**config.mk**
```make
export PLATFORM = sky130hd
export DESIGN_NAME = pc_sequencer
export DESIGN_NICKNAME = d
export VERILOG_FILES = /design/src/rtl/pc_sequencer.sv
export SDC_FILE = /design/constraint.sdc
export NUM_CORES = 1
export LEC_CHECK = 0
export BUFFER_PORTS_ARGS = -buffer_cell sky130_fd_sc_hd__buf_2
export CORE_MARGIN = 1
export CORE_UTILIZATION = 53
export DETAILED_ROUTE_END_ITERATION = 8
export PLACE_DENSITY_LB_ADDON = 0.1
export SLEW_MARGIN = 20
export SYNTH_ARGS = -nofsm -noshare
export SYNTH_HDL_FRONTEND = slang
export SYNTH_SLANG_ARGS = --single-unit
```
**constraint.sdc**
```tcl
create_clock -name clk -period 1.9 [get_ports clk]
set_input_delay 0.38 -clock clk [delete_from_list [all_inputs] [get_ports clk]]
set_output_delay 0.38 -clock clk [all_outputs]
set_load 0.01 [all_outputs]
```
**src/rtl/pc_sequencer.sv**
```systemverilog
// rtl/pc_sequencer.sv - instruction sequencer: fetch/decode/execute FSM driving PC, memory and ALU strobes
module pc_sequencer #(
  parameter int ACK_TIMEOUT = 15
) (
  input  logic       clk,
  input  logic       rst,
  input  logic       start,
  input  logic       stop,
  input  logic [2:0] pc,
  output logic       mem_req,
  output logic [2:0] mem_addr,
  input  logic       mem_ack,
  input  logic [4:0] mem_rdata,
  output logic       pc_inc,
  output logic       pc_load,
  output logic [2:0] pc_load_val,
  output logic       alu_en,
  output logic [2:0] alu_op,
  output logic       reg_we,
  output logic       busy,
  output logic       halted,
  output logic       fault,
  output logic [7:0] retired
);

  localparam logic [2:0] S_IDLE   = 3'd0;
  localparam logic [2:0] S_FETCH  = 3'd1;
  localparam logic [2:0] S_DECODE = 3'd2;
  localparam logic [2:0] S_EXEC   = 3'd3;
  localparam logic [2:0] S_WB     = 3'd4;
  localparam logic [2:0] S_HALT   = 3'd5;

  localparam logic [1:0] OP_NOP = 2'd0;
  localparam logic [1:0] OP_ALU = 2'd1;
  localparam logic [1:0] OP_JMP = 2'd2;
  localparam logic [1:0] OP_HLT = 2'd3;

  // Wait count compared before increment, so the fault edge lands ACK_TIMEOUT cycles after FETCH entry
  localparam logic [7:0] TIMEOUT_LAST = 8'(ACK_TIMEOUT - 1);

  logic [2:0] r_state;
  logic [4:0] r_ir;
  logic       r_stop;
  logic [7:0] r_wait;
  logic [7:0] r_retired;
  logic       r_mem_req;
  logic       r_pc_inc;
  logic       r_pc_load;
  logic [2:0] r_pc_load_val;
  logic       r_alu_en;
  logic [2:0] r_alu_op;
  logic       r_reg_we;
  logic       r_busy;
  logic       r_halted;
  logic       r_fault;

  logic [2:0] w_next_state;
  logic [1:0] w_op;
  logic       w_boundary;
  logic       w_timeout;
  logic       w_retire;
  logic       w_busy_state;

  assign w_op         = r_ir[4:3];
  assign w_busy_state = (r_state != S_IDLE) && (r_state != S_HALT);
  assign w_retire     = w_boundary || ((r_state == S_EXEC) && (w_op == OP_HLT));

  // Next-state selection; a stop seen this cycle counts as pending at the boundary
  always_comb begin
    w_next_state = r_state;
    w_boundary   = 1'b0;
    w_timeout    = 1'b0;
    case (r_state)
      S_IDLE: begin
        if (start && !stop) w_next_state = S_FETCH;
      end
      S_FETCH: begin
        if (mem_ack) begin
          w_next_state = S_DECODE;
        end else if (r_wait == TIMEOUT_LAST) begin
          w_next_state = S_HALT;
          w_timeout    = 1'b1;
        end
      end
      S_DECODE: w_next_state = S_EXEC;
      S_EXEC: begin
        case (w_op)
          OP_ALU:  w_next_state = S_WB;
          OP_HLT:  w_next_state = S_HALT;
          default: w_boundary   = 1'b1;
        endcase
      end
      S_WB:    w_boundary   = 1'b1;
      S_HALT:  w_next_state = S_HALT;
      default: w_next_state = S_IDLE;
    endcase
    if (w_boundary) w_next_state = (r_stop || stop) ? S_IDLE : S_FETCH;
  end

  // State, instruction register, stop flag, ack wait counter and retire counter
  always_ff @(posedge clk) begin
    if (rst) begin
      r_state   <= S_IDLE;
      r_ir      <= 5'd0;
      r_stop    <= 1'b0;
      r_wait    <= 8'd0;
      r_retired <= 8'd0;
    end else begin
      r_state <= w_next_state;
      if ((r_state == S_FETCH) && mem_ack) r_ir <= mem_rdata;
      if ((r_state == S_FETCH) && (w_next_state == S_FETCH)) r_wait <= r_wait + 8'd1;
      else r_wait <= 8'd0;
      if (w_boundary && (w_next_state == S_IDLE)) r_stop <= 1'b0;
      else if (w_busy_state && stop) r_stop <= 1'b1;
      if (w_retire && (r_retired != 8'hFF)) r_retired <= r_retired + 8'd1;
    end
  end

  // Registered strobes decoded from the state being entered, so each is high exactly while in that state
  always_ff @(posedge clk) begin
    if (rst) begin
      r_mem_req     <= 1'b0;
      r_pc_inc      <= 1'b0;
      r_pc_load     <= 1'b0;
      r_pc_load_val <= 3'd0;
      r_alu_en      <= 1'b0;
      r_alu_op      <= 3'd0;
      r_reg_we      <= 1'b0;
      r_busy        <= 1'b0;
      r_halted      <= 1'b0;
      r_fault       <= 1'b0;
    end else begin
      r_mem_req     <= (w_next_state == S_FETCH);
      r_pc_inc      <= ((w_next_state == S_EXEC) && (w_op == OP_NOP)) || (w_next_state == S_WB);
      r_pc_load     <= (w_next_state == S_EXEC) && (w_op == OP_JMP);
      r_pc_load_val <= ((w_next_state == S_EXEC) && (w_op == OP_JMP)) ? r_ir[2:0] : 3'd0;
      r_alu_en      <= (w_next_state == S_EXEC) && (w_op == OP_ALU);
      r_alu_op      <= (((w_next_state == S_EXEC) && (w_op == OP_ALU)) || (w_next_state == S_WB))
                       ? r_ir[2:0] : 3'd0;
      r_reg_we      <= (w_next_state == S_WB);
      r_busy        <= (w_next_state != S_IDLE) && (w_next_state != S_HALT);
      r_halted      <= (w_next_state == S_HALT);
      r_fault       <= r_fault || w_timeout;
    end
  end

  // Address follows the live pc so it reflects an update made on the FETCH entry edge
  assign mem_addr    = r_mem_req ? pc : 3'd0;
  assign mem_req     = r_mem_req;
  assign pc_inc      = r_pc_inc;
  assign pc_load     = r_pc_load;
  assign pc_load_val = r_pc_load_val;
  assign alu_en      = r_alu_en;
  assign alu_op      = r_alu_op;
  assign reg_we      = r_reg_we;
  assign busy        = r_busy;
  assign halted      = r_halted;
  assign fault       = r_fault;
  assign retired     = r_retired;

endmodule

```
# Yosys cells after proc, flatten, opt, wreduce, memory -nomap -nowiden

Cells that the tools add are included.
Widths: inputs -> output; s select.

Mux-type cells: 13
Add/subtract/negate cells: 2
Equal/unequal tests: 16
Bitwise logic cells: 3
Reductions and logical operators: 28

Operators by type and width:

| cell                | count |
|---|---|
| $pmux 3 s6          | 1 |
| $add 8x1->8 const B | 2 |
| $mux 3              | 5 |
| $eq 3x3->1 const B  | 4 |
| $logic_and 1x1->1   | 12 |
| $reduce_or 2->1     | 5 |
| $eq 3x2->1 const B  | 3 |
| $eq 8x4->1 const B  | 1 |
| $ne 8x8->1 const B  | 1 |
| $eq 3x1->1 const B  | 2 |
| $logic_not 3->1     | 2 |
| $ne 3x3->1 const B  | 2 |
| $pmux 3 s2          | 1 |
| $reduce_bool 3->1   | 2 |
| $logic_or 1x1->1    | 5 |
| $mux 1              | 5 |
| $eq 2x2->1 const B  | 2 |
| $not 1->1           | 3 |
| $eq 2x1->1 const B  | 1 |
| $logic_not 2->1     | 1 |
| $pmux 1 s2          | 1 |
| $logic_not 1->1     | 1 |

Output and inout port bits: 25
Flip-flop bits (word level): 39

# Logic depth before layout (Yosys ltp)

Depth in word-level cells: 10
Gate-level depth with buffers: 7

# Worst setup path after synthesis

No wires, ideal clock.

Path kind: register to register
Start: register r_wait[4]
End: register r_alu_op[0], in the netlist alu_op[0]
Library setup time: 0.059 ns
Path buffers: 0
Path slack: 0.233 ns
Arrival time: 1.608 ns
Cell stages (with the launch flop): 6
Cells stage by stage: dfxtp_1 > or4_4 > o31ai_4 > nand3b_2 > o31ai_2 > and2_1

Cells in the longest elaborated chain, start to end: 10

RTL lines:

| what                                 | line | source |
|---|---|---|
| from (decl)                          | 44   | `logic [7:0] r_wait;` |
| from (signal assigned)               | 111  | `if ((r_state == S_FETCH) && (w_next_state == S_FETCH)) r_wait <= r_wait + 8'd1;` |
| $eq 8x4->1 (*)                       | 80   | `end else if (r_wait == TIMEOUT_LAST) begin` |
| $mux 3 (*)                           | 80   |  |
| $mux 3 (*)                           | 78   | `if (mem_ack) begin` |
| $pmux 3 s6 (*)                       | 73   | `case (r_state)` |
| $mux 3 (*)                           | 97   | `if (w_boundary) w_next_state = (r_stop \|\| stop) ? S_IDLE : S_FETCH;` |
| $eq 3x2->1                           | 138  | `r_alu_op <= (((w_next_state == S_EXEC) && (w_op == OP_ALU)) \|\| (w_next_state == S_WB))` |
| $logic_and 1x1->1                    | 138  |  |
| $logic_or 1x1->1 (*)                 | 138  |  |
| $not 1->1 (no source line) (*)       | n/a  |  |
| $reduce_or 2->1 (no source line) (*) | n/a  |  |
| to (signal assigned)                 | 138  |  |
| to (decl)                            | 51   | `logic [2:0] r_alu_op;` |

Mark *: on every way between the ends. The rest lies on a longest branch, timed or not.
A chain may end at the register's enable or synchronous reset.

# Worst setup path after layout

Start: register r_state[2]
End: register r_alu_op[0], in the netlist alu_op[0]

Cells in the longest elaborated chain, start to end: 9

RTL lines:

| what                                 | line | source |
|---|---|---|
| from (decl)                          | 41   | `logic [2:0] r_state;` |
| from (signal assigned)               | 109  | `r_state <= w_next_state;` |
| $mux 3                               | 80   |  |
| $mux 3                               | 78   |  |
| $pmux 3 s6                           | 73   |  |
| $mux 3 (*)                           | 97   |  |
| $eq 3x2->1                           | 138  |  |
| $logic_and 1x1->1                    | 138  |  |
| $logic_or 1x1->1 (*)                 | 138  |  |
| $not 1->1 (no source line) (*)       | n/a  |  |
| $reduce_or 2->1 (no source line) (*) | n/a  |  |

Marked as above.

==> run summary <==
Post-Synthesis Cell Area -> 0.00171 sq mm
Netlist cell types -> 51
Dominant cells by area after synthesis -> dfxtp_1 (46%), nor2_1 (6.6%), xnor2_1 (5.1%), and2_1 (3.3%), mux2i_1 (2.3%)
WL met3 -> 163 microns
Syn Inst Count -> 178
Largest net degree at the start of global routing -> 22
Setup ws final -> 0.129 ns
Total track usage -> 19.6%
H-tree depth -> 2
Final core utilization -> 65.9%
Number of diodes -> 0
Initial detailed-routing violation count -> 39
Startpoint types -> flop
Worst r2r src -> r_state[2]$_SDFF_PP0_
CP bufs+invs -> 1
Min Tclk post-route -> 1.77 ns
Synthesized-area fraction occupied by and/or/nand/nor cells -> 28.7%
Most frequent cell after synthesis -> dfxtp_1
Multi-input gate area -> 875 sq um
Worst Skew -> 0.00897 ns
Placer Congestion -> 0.770
Synth Area per Inst -> 9.59 sq um
WL met2 -> 1.37 mm
# Max-Cap Violations -> 0
Area share of the largest cell type after synthesis -> 45.7%
Post-CTS Hold Buffers -> 0
I/O pin count -> 38
TritonCTS clock tree -> done
Uppermost layer routed -> met4
Placed cell count -> 259
Worst Reg2Reg Path Length in Cells -> 6
Final slew viol count -> 0
Top cells by count, synth -> dfxtp_1 (39), nor2_1 (30), xnor2_1 (10), and2_1 (9), nand3_1 (8)
Die Span X -> 58.8 microns
Hold violation total from the final report -> 0
Area share of fa/ha/maj cells after synthesis -> 2.20%
Starting density of the core -> 55.9%
Largest family of logic cells by synthesized area -> simple AND/OR/NAND/NOR gates
Via-to-Cell Ratio -> 5.08
Post-DP HPWL -> 2.27 mm
Wirelength per Cell -> 11.3 microns
Logic pwr share -> 10.3%
CP arrival -> 2.05 ns
CTS Buffer Depth -> 2
WL met1 -> 1.47 mm
Die Y -> 58.8 microns
Sequential cell area -> 782 sq um
Post-Route Setup TNS -> 0 ns
FILL cells -> 287
Clk_lat worst skew -> 0.33 ns
CP Capture Point -> alu_op[0]$_SDFF_PP0_
Synth Area in Compound Gates -> 10.8%
Clk slew on worst S/H paths -> 0.11 ns
Status -> finished clean
Clock power share -> 28.3%
Delay-heaviest family, CP -> simple AND/OR/NAND/NOR gates
Total die area -> 0.00345 sq mm
Initial antenna violation count -> 0
Levels on crit path -> 6
Vias in the first global route -> 1178
Setup slack at placement -> 0.0935 ns
GR Overflow Total -> 0
Fin nets -> 238
Dpl cell area -> 0.00195 sq mm
Worst vdd ir -> 0.488 mV
Period utilization -> 93.2%
Critical path cell sequence -> buf_4 -> or3b_1 -> o31ai_4 -> nand3b_2 -> o31ai_4 -> and2_1
Total power -> 1.39 mW
Layout Area Growth over Synthesis -> 17.9%
Final Non-Filler Cells -> 267
PwrDens -> 688 mW/mm^2
Seq pwr share -> 61.4%
Post-synth top flop -> dfxtp_1
Vias -> 1357
Yosys Warn Count -> 0
Mux share of post-synthesis cell area -> 2.34%
CP startpoint -> r_state[2]$_SDFF_PP0_
Layout cell share with drive strength beyond 1 -> 31.8%
Sink Count -> 39
Global-route wire length before repair -> 5.09 mm
Post-Layout Inst Area -> 0.00201 sq mm
Final setup vio count -> 0
Critical Path RT -> 2.18 ns
Most common cell type on the critical path -> o31ai_4
Number of synthesized register bits -> 39
CTS buffer count -> 5
Worst Setup End Kind -> flop
FF-to-FF setup slack -> 0.13 ns
Port Buffers -> 37
Asr flop ratio synth -> 0%
Fmax achieved -> 0.565 GHz
Slew at the pin closest to its max-slew limit -> 0.412 ns
Core Rows -> 20
Switching part of the total -> 25.2%
Syn Nets -> 194
Post-synth top area cell -> dfxtp_1
Fin Hold WS -> 0.272 ns
Post-synthesis sequential area ratio -> 45.7%
Core area -> 0.00305 sq mm
Delay of the slowest cell on the worst path -> 0.45 ns
Int Pwr -> 1.04 mW
RSZ-0062 raised after global routing -> false
Post-route ant nets -> 0
Post-synth EDFFs -> 0
Total routed wirelength -> 3.03 mm
Leak pwr -> 0.828 nW
CTS Root Cell -> clkbuf_4
Sw power -> 0.350 mW
XOR/XNOR share of the synthesized area -> 6.67%
Critical path class -> reg -> reg
Crit Path Max Fanout -> 8
Tightest Hold Check Type -> in -> reg
DRC errors left -> 0
RR Endpoint -> alu_op[0]$_SDFF_PP0_
CP max-delay cell -> or3b_1
Slew margin rel. -> 72.4%
DR pass1 iterations -> 4
[final cells by class]
cell class / instances / area share, %
multi-input combinational: 128 / 43.4
sequential: 39 / 38.8
timing repair buffer: 43 / 11.4
tap: 44 / 2.73
clock buffer: 5 / 1.86
inverter: 5 / 0.932
clock inverter: 3 / 0.746
[cells in the final DEF, fill, tap and decap left out, types with 3 or more instances in the layout]
| cell | synthesis | final |
|---|---|---|
| inv_1 | 4 | 4 |
| nor3_1 | 6 | 6 |
| nor2_1 | 30 | 30 |
| a21oi_1 | 5 | 5 |
| dfxtp_1 | 39 | 38 |
| nand2_1 | 6 | 6 |
| clkbuf_4 | 0 | 5 |
| clkinv_2 | 0 | 3 |
| nor4_1 | 4 | 4 |
| xnor2_1 | 10 | 10 |
| nand3_1 | 8 | 8 |
| and2_1 | 9 | 9 |
| mux2i_1 | 4 | 4 |
| xor2_1 | 3 | 3 |
| buf_2 | 0 | 37 |
| ha_1 | 3 | 3 |
| buf_4 | 0 | 6 |
[worst reg2reg max path, cell delays in order (launching register included)]
cell	delay [ns]
dfxtp_1	0.36
buf_4	0.18
or3b_1	0.45
o31ai_4	0.23
nand3b_2	0.14
o31ai_4	0.21
and2_1	0.15
[layer usage]
layer,up-vias,GRT usage (%)
li1,701,-
met1,618,25.3
met2,34,32.0
met3,4,5.93
met4,0,5.10
met5,-,0
[power by group through the flow]
stage,clock (mW),combinational [mW],sequential [mW]
after detailed placement,0,0.142,0.869
after global placement,0,0.140,0.868
after CTS,0.407,0.142,0.851
after floorplan,0,0.104,0.867
after global routing,0.447,0.160,0.854
final,0.392,0.143,0.851
[state kept, by name, indices dropped and copies added (netlist names)]
name,cells
alu_en,1
alu_op,3
busy,1
fault,1
halted,1
mem_req,1
pc_inc,1
pc_load,1
pc_load_val,3
r_ir,5
r_state,3
r_stop,1
r_wait,8
reg_we,1
retired,8
[cells by family (layout without fill, tap and decap cells)]
| group | Yosys count | count (layout) |
|---|---|---|
| DFF | 39 | 39 |
| buffers and inverters | 11 | 56 |
| muxes | 4 | 4 |
| and+or+nand+nor | 87 | 87 |
| xor gates and xnor gates | 13 | 13 |
| AOI/OAI and AO/OA | 21 | 21 |
| adders and majority gates | 3 | 3 |
[worst min-delay path by stage]
| stage | to | startpoint | slack (ns) | depth (start not counted) |
|---|---|---|---|---|
| detailed placement | pc_load_val[2]$_SDFF_PP0_ | r_ir[2]$_SDFFE_PP0P_ | 0.47 | 1 |
| floorplan | r_wait[0]$_SDFF_PP0_ | r_wait[0]$_SDFF_PP0_ | 0.44 | 1 |
| CTS | r_ir[2]$_SDFFE_PP0P_ | mem_rdata[2] | 0.26 | 3 |
| finish | r_ir[3]$_SDFFE_PP0P_ | mem_rdata[3] | 0.27 | 3 |
| global placement | r_wait[0]$_SDFF_PP0_ | r_wait[0]$_SDFF_PP0_ | 0.46 | 1 |
| global route | r_ir[2]$_SDFFE_PP0P_ | mem_rdata[2] | 0.25 | 3 |
[what timing repair did]
| item | CTS | global route |
|---|---|---|
| resized for setup | 0 | 2 |
| setup endpoints to repair | 0 | 2 |
| buffers inserted | 0 | 0 |
(Power assumes the default switching activity.)
